===== src/rtl/awg_pkg.sv =====
// Shared constants and elaboration helpers for the AWG timebase and its
// sample-pacing NCO.
package awg_pkg;

  localparam int CLK_HZ_DEFAULT = 50_000_000;
  localparam int ACC_W_DEFAULT  = 32;

  // Tick divider ratio; callers must pick rates that divide evenly.
  function automatic int calc_div(input int clk_hz, input int tick_hz);
    return clk_hz / tick_hz;
  endfunction

  // Width of the tick counter type for a given divider ratio.
  function automatic int tick_cnt_w(input int div);
    return (div > 1) ? $clog2(div) : 1;
  endfunction

endpackage


===== src/rtl/awg_timebase_if.sv =====
// Control/strobe bundle between the waveform datapath (master) and the
// timebase (slave).
interface awg_timebase_if
  import awg_pkg::*;
#(
  parameter int ACC_W = ACC_W_DEFAULT
);

  logic             en;
  logic [ACC_W-1:0] ftw;
  logic             tick_1s;
  logic             sample_ce;

  modport master (
    output en,
    output ftw,
    input  tick_1s,
    input  sample_ce
  );

  modport slave (
    input  en,
    input  ftw,
    output tick_1s,
    output sample_ce
  );

endinterface


===== src/rtl/awg_timebase_ce_nco.sv =====
// Phase-accumulator NCO: emits a one-cycle clock enable on every carry out of
// the accumulator, so the average strobe rate is clk * ftw / 2^ACC_W.
module ce_nco
  import awg_pkg::*;
#(
  parameter int ACC_W = ACC_W_DEFAULT
) (
  input  logic             clk,
  input  logic             rst_n,
  input  logic             en,
  input  logic [ACC_W-1:0] ftw,
  output logic             ce
);

  logic [ACC_W-1:0] acc_q, acc_d;
  logic             ce_q, ce_d;
  logic [ACC_W:0]   sum;

  always_comb begin
    sum   = {1'b0, acc_q} + {1'b0, ftw};
    acc_d = acc_q;
    ce_d  = 1'b0;
    // Disabled cycles freeze the phase so pacing resumes without a restart.
    if (en) begin
      acc_d = sum[ACC_W-1:0];
      ce_d  = sum[ACC_W];
    end
  end

  always_ff @(posedge clk or negedge rst_n) begin
    if (!rst_n) begin
      acc_q <= '0;
      ce_q  <= 1'b0;
    end else begin
      acc_q <= acc_d;
      ce_q  <= ce_d;
    end
  end

  assign ce = ce_q;

endmodule


===== src/rtl/awg_timebase.sv =====
// AWG timebase: registered 1 Hz-class tick divider plus an NCO-driven sample
// clock enable, both gated by a common enable.
module awg_timebase
  import awg_pkg::*;
#(
  parameter int CLK_HZ  = CLK_HZ_DEFAULT,
  parameter int TICK_HZ = 1,
  parameter int ACC_W   = ACC_W_DEFAULT
) (
  input  logic          clk,
  input  logic          rst_n,
  awg_timebase_if.slave bus
);

  localparam int DIV   = calc_div(CLK_HZ, TICK_HZ);
  localparam int CNT_W = tick_cnt_w(DIV);
  localparam logic [CNT_W-1:0] CNT_MAX = CNT_W'(DIV - 1);

  logic [CNT_W-1:0] cnt_q, cnt_d;
  logic             tick_q, tick_d;
  logic             sample_ce;

  always_comb begin
    cnt_d  = cnt_q;
    tick_d = 1'b0;
    if (bus.en) begin
      if (cnt_q == CNT_MAX) begin
        cnt_d  = '0;
        tick_d = 1'b1;
      end else begin
        cnt_d = cnt_q + CNT_W'(1);
      end
    end
  end

  always_ff @(posedge clk or negedge rst_n) begin
    if (!rst_n) begin
      cnt_q  <= '0;
      tick_q <= 1'b0;
    end else begin
      cnt_q  <= cnt_d;
      tick_q <= tick_d;
    end
  end

  ce_nco #(
    .ACC_W (ACC_W)
  ) u_ce_nco (
    .clk   (clk),
    .rst_n (rst_n),
    .en    (bus.en),
    .ftw   (bus.ftw),
    .ce    (sample_ce)
  );

  assign bus.tick_1s   = tick_q;
  assign bus.sample_ce = sample_ce;

endmodule


===== src/flat_wrapper.sv =====
// flat-port wrapper written by rule: the top's interface ports become plain ports
module awg_timebase_flat import awg_pkg::*;
#(
  parameter int CLK_HZ  = CLK_HZ_DEFAULT,
  parameter int TICK_HZ = 1,
  parameter int ACC_W   = ACC_W_DEFAULT
)
  (clk, rst_n, bus_en, bus_ftw, bus_tick_1s, bus_sample_ce);
  awg_timebase_if #(.ACC_W(ACC_W)) bus_i ();
  input  logic clk;
  input  logic rst_n;
  input wire logic [$bits(bus_i.en)-1:0] bus_en;
  input wire logic [$bits(bus_i.ftw)-1:0] bus_ftw;
  output wire logic [$bits(bus_i.tick_1s)-1:0] bus_tick_1s;
  output wire logic [$bits(bus_i.sample_ce)-1:0] bus_sample_ce;
  assign bus_i.en = bus_en;
  assign bus_i.ftw = bus_ftw;
  assign bus_tick_1s = bus_i.tick_1s;
  assign bus_sample_ce = bus_i.sample_ce;
  awg_timebase #(.CLK_HZ(CLK_HZ), .TICK_HZ(TICK_HZ), .ACC_W(ACC_W)) u_core (.clk(clk), .rst_n(rst_n), .bus(bus_i));
endmodule

===== config.mk =====
export PLATFORM = sky130hd
export DESIGN_NAME = awg_timebase_flat
export DESIGN_NICKNAME = d
export VERILOG_FILES = /design/src/rtl/awg_pkg.sv /design/src/rtl/awg_timebase_if.sv /design/src/rtl/awg_timebase_ce_nco.sv /design/src/rtl/awg_timebase.sv /design/src/flat_wrapper.sv
export SDC_FILE = /design/constraint.sdc
export NUM_CORES = 1
export LEC_CHECK = 0
export ABC_CLOCK_PERIOD_IN_PS = 4850
export CORE_MARGIN = 2
export CORE_UTILIZATION = 40
export CTS_BUF_LIST = sky130_fd_sc_hd__clkbuf_4
export CTS_CLUSTER_SIZE = 12
export DETAILED_ROUTE_END_ITERATION = 6
export SETUP_SLACK_MARGIN = 0.05
export SLEW_MARGIN = 20
export SYNTH_ARGS = -nofsm -noshare
export SYNTH_HDL_FRONTEND = slang
export SYNTH_SLANG_ARGS = --single-unit

===== constraint.sdc =====
create_clock -name clk -period 4.85 [get_ports clk]
set_input_delay 0.97 -clock clk [delete_from_list [all_inputs] [get_ports clk]]
set_output_delay 0.97 -clock clk [all_outputs]
set_load 0.02 [all_outputs]

# Word-level counts from Yosys, hierarchy flattened
# Cells that the tools add are included.
[totals]
ff_bits = 60
inputBits = 35
word_cells = 11
out_inout_bits = 2
[op_classes]
addsub = 2
n_eq_ne = 1
muxes = 4
[op_table]
columns = ["operator", "count"]
rows = [
  ["32-bit by 32-bit adder with 33-bit output", 1],
  ["26-bit by 1-bit adder with 26-bit output, second input constant", 1],
  ["26-bit equality test, second input constant", 1],
  ["26-bit 2-to-1 mux", 1],
  ["1-bit 2-to-1 mux", 3],
]

# Longest topological paths before layout
[logic_depth]
depth_word = 3
ltp_mapped = 8
ltp_nobuf = 8

# By module
# From an unflattened synthesis, not the netlist that was laid out.
[hier_totals]
hier_cells = 448
hier_area_um2 = 4301.6
[by_module_without_submodules]
columns = ["mod", "area_per_inst_um2", "cells_each", "seq_area_each_um2", "instances"]
rows = [
  ["ce_nco", 2885.3, 308, 825.8, 1],
  ["awg_timebase", 1416.4, 140, 675.6, 1],
]

# Worst setup path before layout
# OpenSTA, ideal clock, no wires.
[synth_path]
path_type = "in2reg"
start = "in bus_ftw[0]"
end = "reg u_core.u_ce_nco.acc_q[16]"
setup_time_ps = 125
slack_ps = 1868
path_stages = 8
t_required_ps = 4725
arrival_ps = 2857
path_buffers = 0
cell_sequence = "ha_1 -> fa_1 -> a21oi_1 -> o211ai_2 -> a211oi_2 -> o221ai_4 -> xor2_1 -> mux2_2"
[synth_between]
elab_chain_len = 1
[synth_lines]
columns = ["item", "line", "rtl"]
rows = [
  ["start: declaration", "flat_wrapper.sv:13", "input wire logic [$bits(bus_i.ftw)-1:0] bus_ftw;"],
  ["32-bit by 32-bit adder with 33-bit output", "awg_timebase_ce_nco.sv:20", "sum = {1'b0, acc_q} + {1'b0, ftw};"],
  ["end signal: assignment", "awg_timebase_ce_nco.sv:32", "acc_q <= '0;"],
  ["end signal: assignment", "awg_timebase_ce_nco.sv:35", "acc_q <= acc_d;"],
  ["end: declaration", "awg_timebase_ce_nco.sv:15", "logic [ACC_W-1:0] acc_q, acc_d;"],
]
# No other way between the ends.
# A chain may end at the register's enable or synchronous reset.

# Final worst setup path
# Ends and elaborated chain as after synthesis.

==> flow_metrics.py <==
metrics = {
    "synth": {
        "synth_most_common_cell": "dfrtp_1",
        "ys_ff_latch": 60,
        "async_flop_share_pct": 100.0,
        "synth_nets": 581,
        "ys_seq_area_share_pct": 32.85,
        "yosys_most_used_dff": "dfrtp_1",
        "synth_area_um2": 4571,
        "netlist-cell-type-count": 74,
        "yosys.area.top_type": "dfrtp_1",
        "syn-mean-instance-area_um2": 8.927,
        "synth_top_area_share_pct": 32.85,
        "syn_inst": 512,
        "yosys-top-cells-area": "dfrtp_1, ha_1, a21oi_1",
        "synth_common_cells": "dfrtp_1, nand2_1, nor2_1, a21oi_1, ha_1",
        "yosys_warnings": 0,
        "synth_edf_count": 0,
    },
    "finish": {
        "design_area_um2": 5185,
        "multi_input_area_um2": 2932,
        "area.growth.synth_to_final_pct": 13.44,
        "ff_latch_area_um2": 1501,
        "nets": 609,
        "diodes": 0,
        "nFillCells": 1129,
        "drive_gt1_share_pct": 9.908,
    },
    "pwr": {
        "peakVddDrop_uv": 265.9,
        "power.net_switching_w": 0.001395,
        "pwr_density_cell_nw_per_um2": 581.9,
        "combPwrFrac_pct": 60.4,
        "power.leakage_nw": 2.178,
        "switching_share_pct": 46.23,
        "p_total_w": 0.003017,
        "clkPwrFrac_pct": 13.9,
        "internal_power_w": 0.001622,
        "seqPwrFrac_pct": 25.7,
    },
    "clock_tree": {
        "htree_num_levels": 3,
        "numCtsBuffers": 9,
        "cts_setup_buffers": 0,
        "tritoncts": "yes",
        "clock_path_buffers": 2,
        "cts-root-buf": "clkbuf_4",
        "clkTransAtPathRegs_ps": 110,
        "cts.sinks": 60,
        "ctsResizeCount": 0,
        "clk_latency_ps": 450,
        "cts_hold_buffers": 0,
    },
    "route": {
        "routed_wl_um": 11050,
        "num_vias": 4022,
        "antenna_left": 0,
        "drtPass1Iterations": 5,
        "drc": 0,
        "drt_iter0_drc": 253,
        "vias_per_cell": 5.846,
        "wl_per_cell_um": 16.06,
    },
    "global_routing": {
        "grt_use_total_pct": 18.29,
        "grt_overflow": 0,
        "grt_pass1_wl_um": 18260,
        "grt_max_degree": 47,
        "antenna_found_initial": 0,
        "grt_pass1_vias": 3799,
    },
    "floorplanning": {
        "die_area_um2": 12300,
        "die_x_um": 110.9,
        "io_pins": 37,
        "coreArea_um2": 11270,
        "fp-row-count": 39,
        "start_util_pct": 40.55,
        "die_h_um": 110.9,
    },
    "timing": {
        "drv_slew": 0,
        "tns_ps": 0,
        "fin_crit_ps": 3127,
        "setup_viol": 0,
        "hold_violations": 0,
        "fmax_mhz": 319.8,
        "tightest_slew_ps": 918.8,
        "rsz0062_at_grt": "false",
        "relSlewSlack_pct": 38.75,
        "finalClockSkew_ps": 22.00,
        "post-route-period-util_pct": 64.48,
    },
    "place": {
        "place_area_um2": 5026,
        "hpwl_um": 7978,
        "io_buffers": 36,
        "place_congestion": 0.9434,
    },
    "critical_path": {
        "crit_slowest_cell": "fa_1",
        "start_kind": "input port",
        "path_max_fanout": 10,
        "cp.arrival_ps": 3470,
        "critPathKind": "input port to register",
        "cpPeakStageDelay_ps": 430,
        "cp.required_ps": 5190,
        "crit_path_cell_trace": "clkdlybuf4s50_1 > ha_1 > fa_1 > a21oi_1 > o211ai_2 > a211oi_2 > o221ai_4 > xor2_1 > mux2_2",
        "endpoint_kind": "register",
    },
    "job": {
        "maxCapViolCount": 0,
    },
    "run_status": {
        "status": "completed",
    },
    "hold_path": {
        "hold_path_class": "register to register",
    },
}
## critical path: cells and delay by family
kind | cells | cell delay (ps)
multiplexers | 1 | 280
adder cells (fa/ha/maj) | 2 | 680
AO/OA/AOI/OAI | 4 | 930
buffers and inverters | 1 | 400
XOR/XNOR | 1 | 200
## cells in the final DEF (no fill, tap or decap), types with 3 or more instances in the layout
master / n
mux2_2: 13
a211o_1: 6
nand2b_1: 4
buf_4: 3
o211ai_1: 4
clkdlybuf4s50_1: 34
or3_1: 5
xor2_1: 19
o31ai_1: 5
mux2i_1: 3
inv_1: 11
nand3_1: 22
nand4_1: 20
o21a_1: 4
nor4_1: 5
o21ai_0: 24
xnor2_1: 17
o21ai_1: 3
a21o_1: 10
nand3b_1: 4
a211oi_2: 3
clkbuf_4: 9
nor2_1: 41
nor3_1: 17
ha_1: 33
a21oi_1: 38
dfrtp_1: 60
a211oi_1: 5
and4_1: 3
a22oi_1: 4
nand2_1: 50
o21bai_1: 3
o221ai_1: 3
## sequential cells by signal (all words and copies together), names as in the netlist
| name | cells |
|---|---|
| u_core.bus.tick_1s | 1 |
| u_core.u_ce_nco.acc_q | 32 |
| u_core.u_ce_nco.ce | 1 |
| u_core.cnt_q | 26 |
## logic make-up (layout without fill, tap and decap cells)
kind of cell	count (synthesis)	in the layout	share of synthesized area [%]
and+or+nand+nor	191	191	21.74
AOI/OAI and AO/OA	142	142	22.17
DFF	60	60	32.85
xor gates and xnor gates	36	36	6.898
adders and majority gates	34	34	9.472
buffers and inverters	33	66	3.011
muxes	16	16	3.860
## worst paths after layout
path	from	to	slack, ps	cells past startpoint
worst max register to register	u_core.u_ce_nco.acc_q[0]	u_core.u_ce_nco.acc_q[16]	2270	8
worst max-delay path	bus_ftw[0]	u_core.u_ce_nco.acc_q[16]	1720	9
worst min register to register	u_core.u_ce_nco.acc_q[30]	u_core.u_ce_nco.acc_q[30]	500	2
worst min-delay path	u_core.u_ce_nco.acc_q[30]	u_core.u_ce_nco.acc_q[30]	500	2
max in group asynchronous	rst_n	u_core.cnt_q[4]	3350	2
min in group asynchronous	rst_n	u_core.u_ce_nco.acc_q[27]	570	1
## power by group through the flow
| stage | sequential (W) | clock [W] | combinational, W |
|---|---|---|---|
| 2_1_floorplan | 0.000762 | 0 | 0.00144 |
| 3_3_place_gp | 0.000780 | 0 | 0.00177 |
| 3_5_place_dp | 0.000786 | 0 | 0.00179 |
| 4_1_cts | 0.000777 | 0.000428 | 0.00181 |
| 5_1_grt | 0.000797 | 0.000447 | 0.00204 |
| 6_report | 0.000775 | 0.000419 | 0.00182 |
## area by class of cell
| class | instances | area share [%] |
|---|---|---|
| clock buffer | 9 | 1.303 |
| clock inverter | 7 | 1.762 |
| inverter | 11 | 0.7963 |
| multi-input combinational | 419 | 56.54 |
| sequential | 60 | 28.96 |
| tap | 143 | 3.451 |
| timing repair buffer | 39 | 7.191 |
## per-stage QoR
step,cells,hold WS (ps),util (%),setup slack (ps)
6_report,688,502.0,46.00,1723
2_1_floorplan,512,455.7,-,1868
3_5_place_dp,672,478.3,44.59,1235
4_1_cts,688,505.5,46.00,1726
3_3_place_gp,672,469.2,44.59,1268
5_1_grt,688,521.0,46.00,1562
## routing by layer
layer	up-vias	wire (um)	global-route usage [%]
met2	106	4890	27.65
met5	-	0	0
met1	1923	5421	25.33
met4	0	231	7.583
li1	1972	-	-
met3	21	509	4.101
Power figures use the tool's default switching activity.
